**config.mk**
```make
export PLATFORM = sky130hd
export DESIGN_NAME = trainerror_hs_responder
export DESIGN_NICKNAME = d
export VERILOG_FILES = /design/src/rtl/trainerror_hs_responder.sv
export SDC_FILE = /design/constraint.sdc
export NUM_CORES = 1
export LEC_CHECK = 0
export ABC_AREA = 1
export CORE_MARGIN = 1
export CORE_UTILIZATION = 25
export CTS_BUF_LIST = sky130_fd_sc_hd__clkbuf_4 sky130_fd_sc_hd__clkbuf_8 sky130_fd_sc_hd__clkbuf_16
export CTS_CLUSTER_DIAMETER = 50
export DETAILED_ROUTE_END_ITERATION = 8
export GPL_TIMING_DRIVEN = 0
export PLACE_DENSITY = 0.51
export RECOVER_POWER = 25
export SYNTH_ARGS = -nofsm -noshare
export SYNTH_HDL_FRONTEND = slang
export SYNTH_SLANG_ARGS = --single-unit
```
**constraint.sdc**
```tcl
create_clock -name i_clk -period 3.5 [get_ports i_clk]
set_clock_uncertainty 0.15 [all_clocks]
set_input_delay 0.7 -clock i_clk [delete_from_list [all_inputs] [get_ports i_clk]]
set_output_delay 0.7 -clock i_clk [all_outputs]
set_load 0.005 [all_outputs]
```
**src/rtl/trainerror_hs_responder.sv**
```systemverilog
// Responder side of the TRAINERROR sideband handshake: accepts a partner ENTRY_REQ,
// waits for the LTSM to enter TRAINERROR, then answers with ENTRY_RESP.
module trainerror_hs_responder #(
    parameter int SB_MSG_WIDTH   = 4,
    parameter int TIMEOUT_CYCLES = 1024,
    parameter int TO_W           = 11
) (
    input  logic                    i_clk,
    input  logic                    i_rst_n,
    input  logic                    i_trainerror_en,
    input  logic                    i_msg_valid,
    input  logic [SB_MSG_WIDTH-1:0] i_Rx_SbMessage,
    input  logic                    i_falling_edge_busy,
    output logic [SB_MSG_WIDTH-1:0] o_TX_SbMessage,
    output logic                    o_valid_Partner,
    output logic                    o_partner_valid,
    output logic                    o_req_detected,
    output logic                    o_trainerror_end_Partner,
    output logic                    o_timeout
);

    localparam logic [SB_MSG_WIDTH-1:0] MSG_REQ  = SB_MSG_WIDTH'(4'hF);
    localparam logic [SB_MSG_WIDTH-1:0] MSG_RESP = SB_MSG_WIDTH'(4'hE);
    localparam logic [TO_W-1:0]         TO_LAST  = TO_W'(TIMEOUT_CYCLES - 1);

    typedef enum logic [2:0] {
        IDLE      = 3'd0,
        WAIT_EN   = 3'd1,
        SEND_RESP = 3'd2,
        DONE      = 3'd3,
        TIMEOUT   = 3'd4
    } state_e;

    state_e                  cs_q, ns_d;
    logic [TO_W-1:0]         cnt_q, cnt_d;
    logic [SB_MSG_WIDTH-1:0] tx_q;
    logic                    valid_q, pv_q, req_q, end_q, to_q;

    always_ff @(posedge i_clk or negedge i_rst_n) begin
        if (!i_rst_n) begin
            cs_q  <= IDLE;
            cnt_q <= '0;
        end else begin
            cs_q  <= ns_d;
            cnt_q <= cnt_d;
        end
    end

    always_comb begin
        ns_d = cs_q;
        case (cs_q)
            IDLE:      if (i_msg_valid && i_Rx_SbMessage == MSG_REQ) ns_d = WAIT_EN;
            // Enable is checked before expiry so a late LTSM entry still gets answered.
            WAIT_EN:   if (i_trainerror_en)       ns_d = SEND_RESP;
                       else if (cnt_q == TO_LAST) ns_d = TIMEOUT;
            SEND_RESP: if (!i_trainerror_en)        ns_d = IDLE;
                       else if (i_falling_edge_busy) ns_d = DONE;
            DONE:      if (!i_trainerror_en)        ns_d = IDLE;
            TIMEOUT:   ns_d = IDLE;
            default:   ns_d = IDLE;
        endcase
    end

    // Counter only runs across consecutive WAIT_EN cycles; entry and any other state clear it.
    always_comb begin
        cnt_d = '0;
        if (cs_q == WAIT_EN && ns_d == WAIT_EN) cnt_d = cnt_q + TO_W'(1);
    end

    always_ff @(posedge i_clk or negedge i_rst_n) begin
        if (!i_rst_n) begin
            tx_q    <= '0;
            valid_q <= 1'b0;
            pv_q    <= 1'b0;
            req_q   <= 1'b0;
            end_q   <= 1'b0;
            to_q    <= 1'b0;
        end else begin
            tx_q    <= (ns_d == SEND_RESP) ? MSG_RESP : '0;
            valid_q <= (ns_d == SEND_RESP);
            pv_q    <= (ns_d == WAIT_EN) || (ns_d == SEND_RESP) || (ns_d == DONE);
            req_q   <= (cs_q == IDLE) && (ns_d == WAIT_EN);
            end_q   <= (ns_d == DONE);
            to_q    <= (ns_d == TIMEOUT);
        end
    end

    assign o_TX_SbMessage           = tx_q;
    assign o_valid_Partner          = valid_q;
    assign o_partner_valid          = pv_q;
    assign o_req_detected           = req_q;
    assign o_trainerror_end_Partner = end_q;
    assign o_timeout                = to_q;

endmodule

```
* Word-level counts from Yosys, hierarchy flattened
Index checks and enable logic that the tools add are counted.
** Cells by class
- Add/sub/neg operators :: 1
- Multiply operators :: 0
- Div/mod/pow operators :: 0
- $lt $le $gt $ge :: 0
- Equality and inequality tests :: 9
- Shift operators :: 0
- Muxes and demuxes :: 9
- Bitwise gates (word level) :: 0
- Reductions and logical operators :: 6
** Operators with widths (number)
- 2-to-1 mux 3 bit :: 6
- == test 3 x 2 -> 1 bit, second input constant :: 4
- case mux 3 bit (4 select lines) :: 1
- adder 11 x 1 -> 11 bit, second input constant :: 1
- == test 11 x 10 -> 1 bit, second input constant :: 1
- 2-to-1 mux 11 bit :: 1
- == test 3 x 1 -> 1 bit, second input constant :: 2
- == test 4 bit, second input constant :: 1
- 2-to-1 mux 4 bit :: 1
- == test 3 bit, second input constant :: 1
- logical AND 1 bit :: 3
- logical NOT 3 bit :: 1
- logical OR 1 bit :: 2
** Word-level totals
- Register bits :: 23
- Latch bits :: 0
- RAM bits :: 0
- Bits in read-only memories :: 0
- Input bits :: 9
- Output and inout port bits :: 9
- Word-level logic and storage cells :: 33
- Memories :: 0

* Logic depth before layout (Yosys ltp)
Gate-level depths: netlist of the first run.
- Word-level depth :: 7
- Gate-level depth with buffers :: 7
- Depth with buffers taken out :: 7

* Worst setup path before layout of the first run
Ideal clock, no wire load.
- Kind :: input port to flip-flop
- From :: in i_falling_edge_busy
- To :: reg tx_q[2], in the netlist o_TX_SbMessage[2]
- Setup time :: 0.073 ns
- Arrival time :: 1.246 ns
- Data required time :: 3.277 ns
- Setup slack :: 2.031 ns
- Stages on the path :: 5
- Path buffers :: 0
- Cell sequence :: nor2_1 nor2_1 a21oi_1 nand2_2 nor2_1
** Between the ends
- Word-level cells in the longest chain between the ends :: 5
** Ends and longest elaborated chain
- start: declaration :: RTL line 13 : input logic i_falling_edge_busy,
- 2-to-1 mux 3 bit :: RTL line 57 : else if (i_falling_edge_busy) ns_d = DONE;
- 2-to-1 mux 3 bit :: RTL line 56 : SEND_RESP: if (!i_trainerror_en) ns_d = IDLE;
- case mux 3 bit (4 select lines) :: RTL line 51 : case (cs_q)
- via ns_d[0] :: RTL line 34 : state_e cs_q, ns_d;
- == test 3 x 2 -> 1 bit :: RTL line 79 : tx_q <= (ns_d == SEND_RESP) ? MSG_RESP : '0;
- 2-to-1 mux 4 bit :: RTL line 79
- end signal: assignment :: RTL line 79
- end: declaration :: RTL line 36 : logic [SB_MSG_WIDTH-1:0] tx_q;
The timed path passes the listed nets, and every way through them passes these cells.

==> results of run 1 <==
==> through the flow <==
step           utilization (%)  area (um2)  cells
5_1_grt                   33.2        1120    167
3_5_place_dp              33.1        1120    163
2_1_floorplan                -         905    101
4_1_cts                   34.0        1150    167
3_3_place_gp              33.1        1120    163
6_report                  33.2        1120    167
==> layout by cell type, fill, tap and decap left out <==
cell             count
inv_1               13
clkdlybuf4s50_1     15
nand2_1             19
nor2_4               1
nand3_1              7
nand4_1              1
conb_1               1
nor3_1               6
nor2_1              17
and2_0               1
clkbuf_4             4
nand3b_1             1
nand2_2              2
nor2_2               1
buf_4                4
clkbuf_1             1
ha_1                 1
nand3_4              1
a21oi_1              2
o211ai_1             1
dfrtp_1             19
xor2_1               1
dlygate4sd3_1        1
xnor2_1              1
==> flip-flops by register name (all words and copies together), names as in the netlist <==
name and count:
cnt_q 11, cs_q 3, o_TX_SbMessage 1, o_partner_valid 1, o_req_detected 1, o_timeout 1, o_trainerror_end_Partner 1
==> worst max path at each step <==
stage / startpoint / end
2_1_floorplan: i_falling_edge_busy / o_TX_SbMessage[2]$_DFF_PN0_
3_3_place_gp: i_trainerror_en / o_TX_SbMessage[2]$_DFF_PN0_
3_5_place_dp: i_trainerror_en / o_TX_SbMessage[2]$_DFF_PN0_
4_1_cts: o_TX_SbMessage[2]$_DFF_PN0_ / o_TX_SbMessage[1]
5_1_grt: cnt_q[0]$_DFF_PN0_ / cnt_q[6]$_DFF_PN0_
6_report: o_TX_SbMessage[2]$_DFF_PN0_ / o_TX_SbMessage[1]
==> kinds of logic after synthesis <==
logic type | share of synthesized area [%]
AOI/OAI and AO/OA | 1.94
xor gates and xnor gates | 1.94
adders and majority gates | 1.38
buffers and inverters | 9.96
DFF | 52.6
other | 0.415
and+or+nand+nor | 31.8
==> power by group through the flow <==
stage                     combinational, mW  clock, mW  sequential [mW]
after CTS                            0.0519      0.127            0.230
final                                0.0494      0.117            0.230
after global routing                 0.0555      0.135            0.231
after floorplan                      0.0213          0            0.234
after detailed placement             0.0518          0            0.235
after global placement               0.0514          0            0.234
==> layout make-up <==
| cell class | count | share of cell area [%] |
|---|---|---|
| Tap cell | 46 | 5.12 |
| Inverter | 13 | 4.34 |
| Buffer | 5 | 3.00 |
| Timing Repair Buffer | 16 | 14.2 |
| Multi-Input combinational cell | 64 | 28.4 |
| Clock buffer | 4 | 2.67 |
| Sequential cell | 19 | 42.3 |
==> routing by layer <==
metal | up-vias | GRT usage (%) | share of wire (%)
li1 | 352 | - | -
met5 | - | 0 | 0
met1 | 313 | 9.63 | 44
met2 | 28 | 17.4 | 47
met4 | 0 | 2.62 | 0
met3 | 0 | 4.41 | 8.5
==> critical path: stages (launching register included) <==
cell	delay [ns]
dfrtp_1	0.40
buf_4	0.12
clkdlybuf4s50_1	0.48
==> impl_results.md, run 1 <==
* Worst-Margin Slew at 0.875 ns
* GRT overflow at 0
* Clk pwr share at between 20% and 30%
* Post-synth top flop: dfrtp_1
* Die width at just over 60 um
* Critical path launch point type: flip-flop
* Initial Utilization at between 20% and 30%
* Final GP Congestion at between 0.7 and 0.8
* Pwr Total at between 300 and 400 uW
* Post-Synthesis Mean Instance Area at between 8 and 9 um2
* Fillcell total at 351
* Row count at 21
* Post-synth EDFFs at 0
* YS warnings at 0
* Post-CTS Hold Fix Bufs at 0
* Vias per cell at between 4 and 5
* Largest net degree at the start of global routing at 20
* Die Height at approximately 62 um
* Int Pwr at between 300 and 400 uW
* Layout cells sized above 1 at 10.7%
* Ports at 18
* Most area-consuming cells after synthesis: dfrtp_1 (53%), nand2_1 (7.5%), nor2_1 (7.1%)
* Sequential share of the synthesized area at 52.6%
* Switching pwr at roughly 89 uW
* Slew Limit Fails at 0
* RR Endpoint: cnt_q[6]$_DFF_PN0_
* Final Hold Fails at 0
* Setup ws final at 1.36 ns
* Netlist Area Pre-Place at 905 um2
* First-pass GRT wire length at 2.84 mm
* Final period util at just over 60%
* PD cells at ~350 nW/um2
* DR iter-0 viols at 9
* Seq pwr share at approximately 58%
* Hold_sp: cnt_q[0]$_DFF_PN0_
* Hold Slack at 0.314 ns
* Crit. End Element: output port
* Total Routing Usage GR at around a tenth
* CP required at approximately 2.7 ns
* Antenna diodes at 0
* R2R setup slack at between 1 and 1.5 ns
* H-tree depth at 1
* Clock-pin slew on the worst setup and hold paths at 0.10 ns
* Hold Path Depth at 1
* WL/cell at between 9 and 10 um
* Clock sinks at 19
* Layout net count at roughly 130
* Fin crit period at between 2 and 2.5 ns
* Post-Route WL at 1.57 mm
* Area of the core at around 3400 um2
* Initial antenna violation count at 0
* Combinational share of power at 12.4%
* Pre-CTS setup slack at between 1 and 1.5 ns
* Fmax at approximately 0.47 GHz
* Distinct cell type count after synthesis at 22
* Max-slew headroom at 41.5%
* Syn_nets at between 100 and 150
* Dominant cell type by area after synthesis: dfrtp_1
* Switching part of the total at ~22%
* Post-synth top area share at 52.6%
* Multi-input gate area at around 320 um2
* Leak pwr at 0.523 nW
* CTS Buf Count at 3
* FF+latch area at 475 um2
* Die area at slightly below 4000 um2
* Hpwl dp at between 1 and 1.5 mm
* Hold Path Sink: cnt_q[0]$_DFF_PN0_
* Top cells by count, synth: dfrtp_1 (19), nand2_1 (18), nor2_1 (17)
* Residual DRC at 0
* CTS tree: yes
* Crit path DAT at approximately 1.3 ns
* P&R area growth vs syn at 24.3%
* Clock Latency Late Sink at slightly below 0.3 ns
* DR vias at ~690
* Worst r2r path cells at 7
* Setup-failing EPs final at 0
* Fin Setup TNS at 0 ns
* Status: completed
* Port bufs at 16
* Pre-Repair DR Iteration Count at 4
* Post-Synthesis Cells at between 100 and 150
* Post-CTS Resized at 0
* Max Buffers Root-to-Sink at 2
* Asr flop ratio synth at 100%
* Top-count cell post-synth: dfrtp_1
* Peak supply drop at about 210 uV
* Setup Buffers After CTS at 0
* FF+latch count, synth at 19
* CP Max Fanout at 4
* Unrepaired setup endpoints after global routing: no
* Maxcap violations at 0
* Number of global-route vias before repair at roughly 680
* CP Class: reg2out
* Detail Route Antenna Nets at 0
* R2R Path Start: cnt_q[0]$_DFF_PN0_
* Worst hold path type: reg2reg
* Root buf cell: clkbuf_4
Note: power is estimated with default switching activity, not from simulation.
==> inputs of run 2 (changes only) <==
Clock period 3.5 ns to 2 ns, I/O delays scaled along.
==> run 2 against run 1 <==
Effect of this change:
- wire length rose by 0.13%
- global-route usage did not move
- count of clock-buffer cells in the layout unchanged
- sequential share of layout area down 0.83 points
- first-iteration DRC count did not move
- sequential power up 75%
- worst setup slack got worse by 1.2 ns
- cell count did not move
- worst hold slack worse by 0.0047 ns
- combinational power increased by 79%
- design area increased by 2.0%
- critical path depth stayed put
- critical endpoint unchanged
- largest power group unchanged
==> impl_results.md, run 2 (synthesis results as in run 1) <==
* R2R setup slack at 0.33 ns (-1.11 ns)
* Slew Limit Fails at 0 (unchanged)
* CP required at 1.45 ns (-1.20 ns)
* Layout net count at 132 (unchanged)
* H-tree depth at 1 (unchanged)
* Pre-Repair DR Iteration Count at 4 (unchanged)
* Fin Setup TNS at 0 ns (unchanged)
* Ports at 18 (unchanged)
* Worst-Margin Slew at 0.885 ns (+0.0103 ns)
* Fin crit period at 1.84 ns
* Root buf cell: clkbuf_4
* Max reg flops at 11 (unchanged)
* Hold Slack at 0.309 ns (-0.00470 ns)
* Clock Latency Late Sink at 0.29 ns (about the same)
* Commonest non-fill, non-tap cell in the layout: dfrtp_1
* Vias per cell at 4.15 (unchanged)
* Post-Route WL at 1.57 mm (+0.13%)
* Post-CTS Hold Fix Bufs at 0 (unchanged)
* Row count at 21 (unchanged)
* CP Class: reg2out
* Switching pwr at 157 uW (+76%)
* Placed insts at 163 (unchanged)
* CTS tree: yes
* Peak supply drop at 372 uV (+75%)
* CP Launch Point: o_TX_SbMessage[2]$_DFF_PN0_
* Leak pwr at 0.529 nW (+1.0%)
* PD cells at 607 nW/um2 (+72%)
* Maxcap violations at 0 (unchanged)
* Detail Route Antenna Nets at 0 (unchanged)
* Final period util at 92.1%
* Post-route cell area at 1150 um2 (+2.0%)
* DR iter-0 viols at 9 (unchanged)
* Final Hold Fails at 0 (unchanged)
* Die area at 3860 um2 (unchanged)
* DR vias at 693 (unchanged)
* Area of the core at 3390 um2 (unchanged)
* Number of global-route vias before repair at 678 (unchanged)
* Antenna diodes at 0 (unchanged)
* Biggest register: cnt_q
* Slowest stage delay, CP at 0.48 ns (about the same)
* Top flop regs: cnt_q: 11 flops, cs_q: 3 flops
* R2R Path Start: cnt_q[0]$_DFF_PN0_
* Max-slew headroom at 40.8% (-0.70 points)
* Layout cells sized above 1 at 13.2% (+2.5 points)
* Max Buffers Root-to-Sink at 2 (unchanged)
* Non-Filler Instances at 167 (unchanged)
* Post-CTS Resized at 0 (unchanged)
* Port bufs at 16 (unchanged)
* Commonest non-fill, non-tap cells in the layout: dfrtp_1 (19), nand2_1 (18), nor2_1 (17)
* WL/cell at 9.41 um (+0.13%)
* Fillcell total at 346 (-1.4%)
* Total Routing Usage GR at 9.53% (unchanged)
* Die Height at 62.2 um (unchanged)
* Critical-path cell list: buf_4 -> clkdlybuf4s50_1
* CTS Buf Count at 3 (unchanged)
* Status: completed
* Setup-failing EPs final at 0 (unchanged)
* P&R area growth vs syn at 26.8%
* Residual DRC at 0 (unchanged)
* Crit path DAT at 1.29 ns (about the same)
* Int Pwr at 539 uW (+75%)
* CP max-delay cell: clkdlybuf4s50_1
* Final GP Congestion at 0.762 (unchanged)
* Pwr Total at 697 uW (+76%)
* Initial antenna violation count at 0 (unchanged)
* Hold_sp: cnt_q[0]$_DFF_PN0_
* Fmax at between 0.5 and 0.6 GHz
* Die width at 62.2 um (unchanged)
* Clock-pin slew on the worst setup and hold paths at 0.11 ns (about the same)
* Worst hold path type: reg2reg
* Combinational share of power at 12.7% (+0.3 points)
* Unrepaired setup endpoints after global routing: no
* Setup Buffers After CTS at 0 (unchanged)
* Worst r2r path cells at 7 (unchanged)
* Initial Utilization at 26.7% (unchanged)
* Placed instance area at 1120 um2 (unchanged)
* Clock sinks at 19 (unchanged)
* Pre-CTS setup slack at 0.235 ns (-1.20 ns)
* GRT overflow at 0 (unchanged)
* Worst setup endpoint: o_TX_SbMessage[1]
* Switching part of the total at 22.6% (+0.064 points)
* Setup ws final at 0.158 ns (-1.20 ns)
* End-of-flow core utilization at 33.9% (+0.66 points)
* Crit. End Element: output port
* Clk pwr share at 29.5% (about the same)
* Hpwl dp at 1.15 mm (unchanged)
* First-pass GRT wire length at 2.84 mm (unchanged)
* CP Max Fanout at 4 (unchanged)
* Seq pwr share at 57.8% (-0.2 points)
* Critical path launch point type: flip-flop
* Largest net degree at the start of global routing at 20 (unchanged)
* RR Endpoint: cnt_q[4]$_DFF_PN0_
## run 2: worst max-delay path: cells and delay by family (launching register included)
family / cells / cell delay (ns)
flip-flops: 1 / 0.40
buffers and inverters: 2 / 0.60
## run 2: power by group through the flow
stage | clock network, mW | registers, mW | logic (mW)
2_1_floorplan | 0 | 0.410 | 0.0373
6_report | 0.206 | 0.403 | 0.0883
3_3_place_gp | 0 | 0.410 | 0.0900
5_1_grt | 0.236 | 0.405 | 0.0989
3_5_place_dp | 0 | 0.411 | 0.0907
4_1_cts | 0.222 | 0.403 | 0.0909
## run 2: cell type report
type | count | area, um2 | share of cell area, %
Sequential cell | 19 | 475 | 41.4
Multi-Input combinational cell | 64 | 334 | 29.1
Buffer | 5 | 41.3 | 3.60
Tap cell | 46 | 57.6 | 5.02
Inverter | 13 | 48.8 | 4.25
Clock buffer | 4 | 30.0 | 2.62
Timing Repair Buffer | 16 | 160 | 14.0
## run 2: per-layer routing
| layer | GRT usage, % | vias up | share of wire (%) | wire [um] |
|---|---|---|---|---|
| li1 | - | 349 | - | - |
| met5 | 0 | - | 0 | 0 |
| met2 | 17.4 | 28 | 47 | 733 |
| met3 | 4.41 | 0 | 8.5 | 134 |
| met1 | 9.63 | 316 | 45 | 703 |
| met4 | 2.62 | 0 | 0 | 0 |
## run 2: how the worst min path moves through the flow
| stage | endpoint | slack, ns | cells past startpoint |
|---|---|---|---|
| after floorplan | cnt_q[0]$_DFF_PN0_ | -0.05 | 0 |
| after global placement | cnt_q[0]$_DFF_PN0_ | 0.30 | 1 |
| after detailed placement | cnt_q[0]$_DFF_PN0_ | 0.30 | 1 |
| after CTS | cnt_q[0]$_DFF_PN0_ | 0.31 | 1 |
| after global routing | cnt_q[0]$_DFF_PN0_ | 0.33 | 1 |
| final | cnt_q[0]$_DFF_PN0_ | 0.31 | 1 |
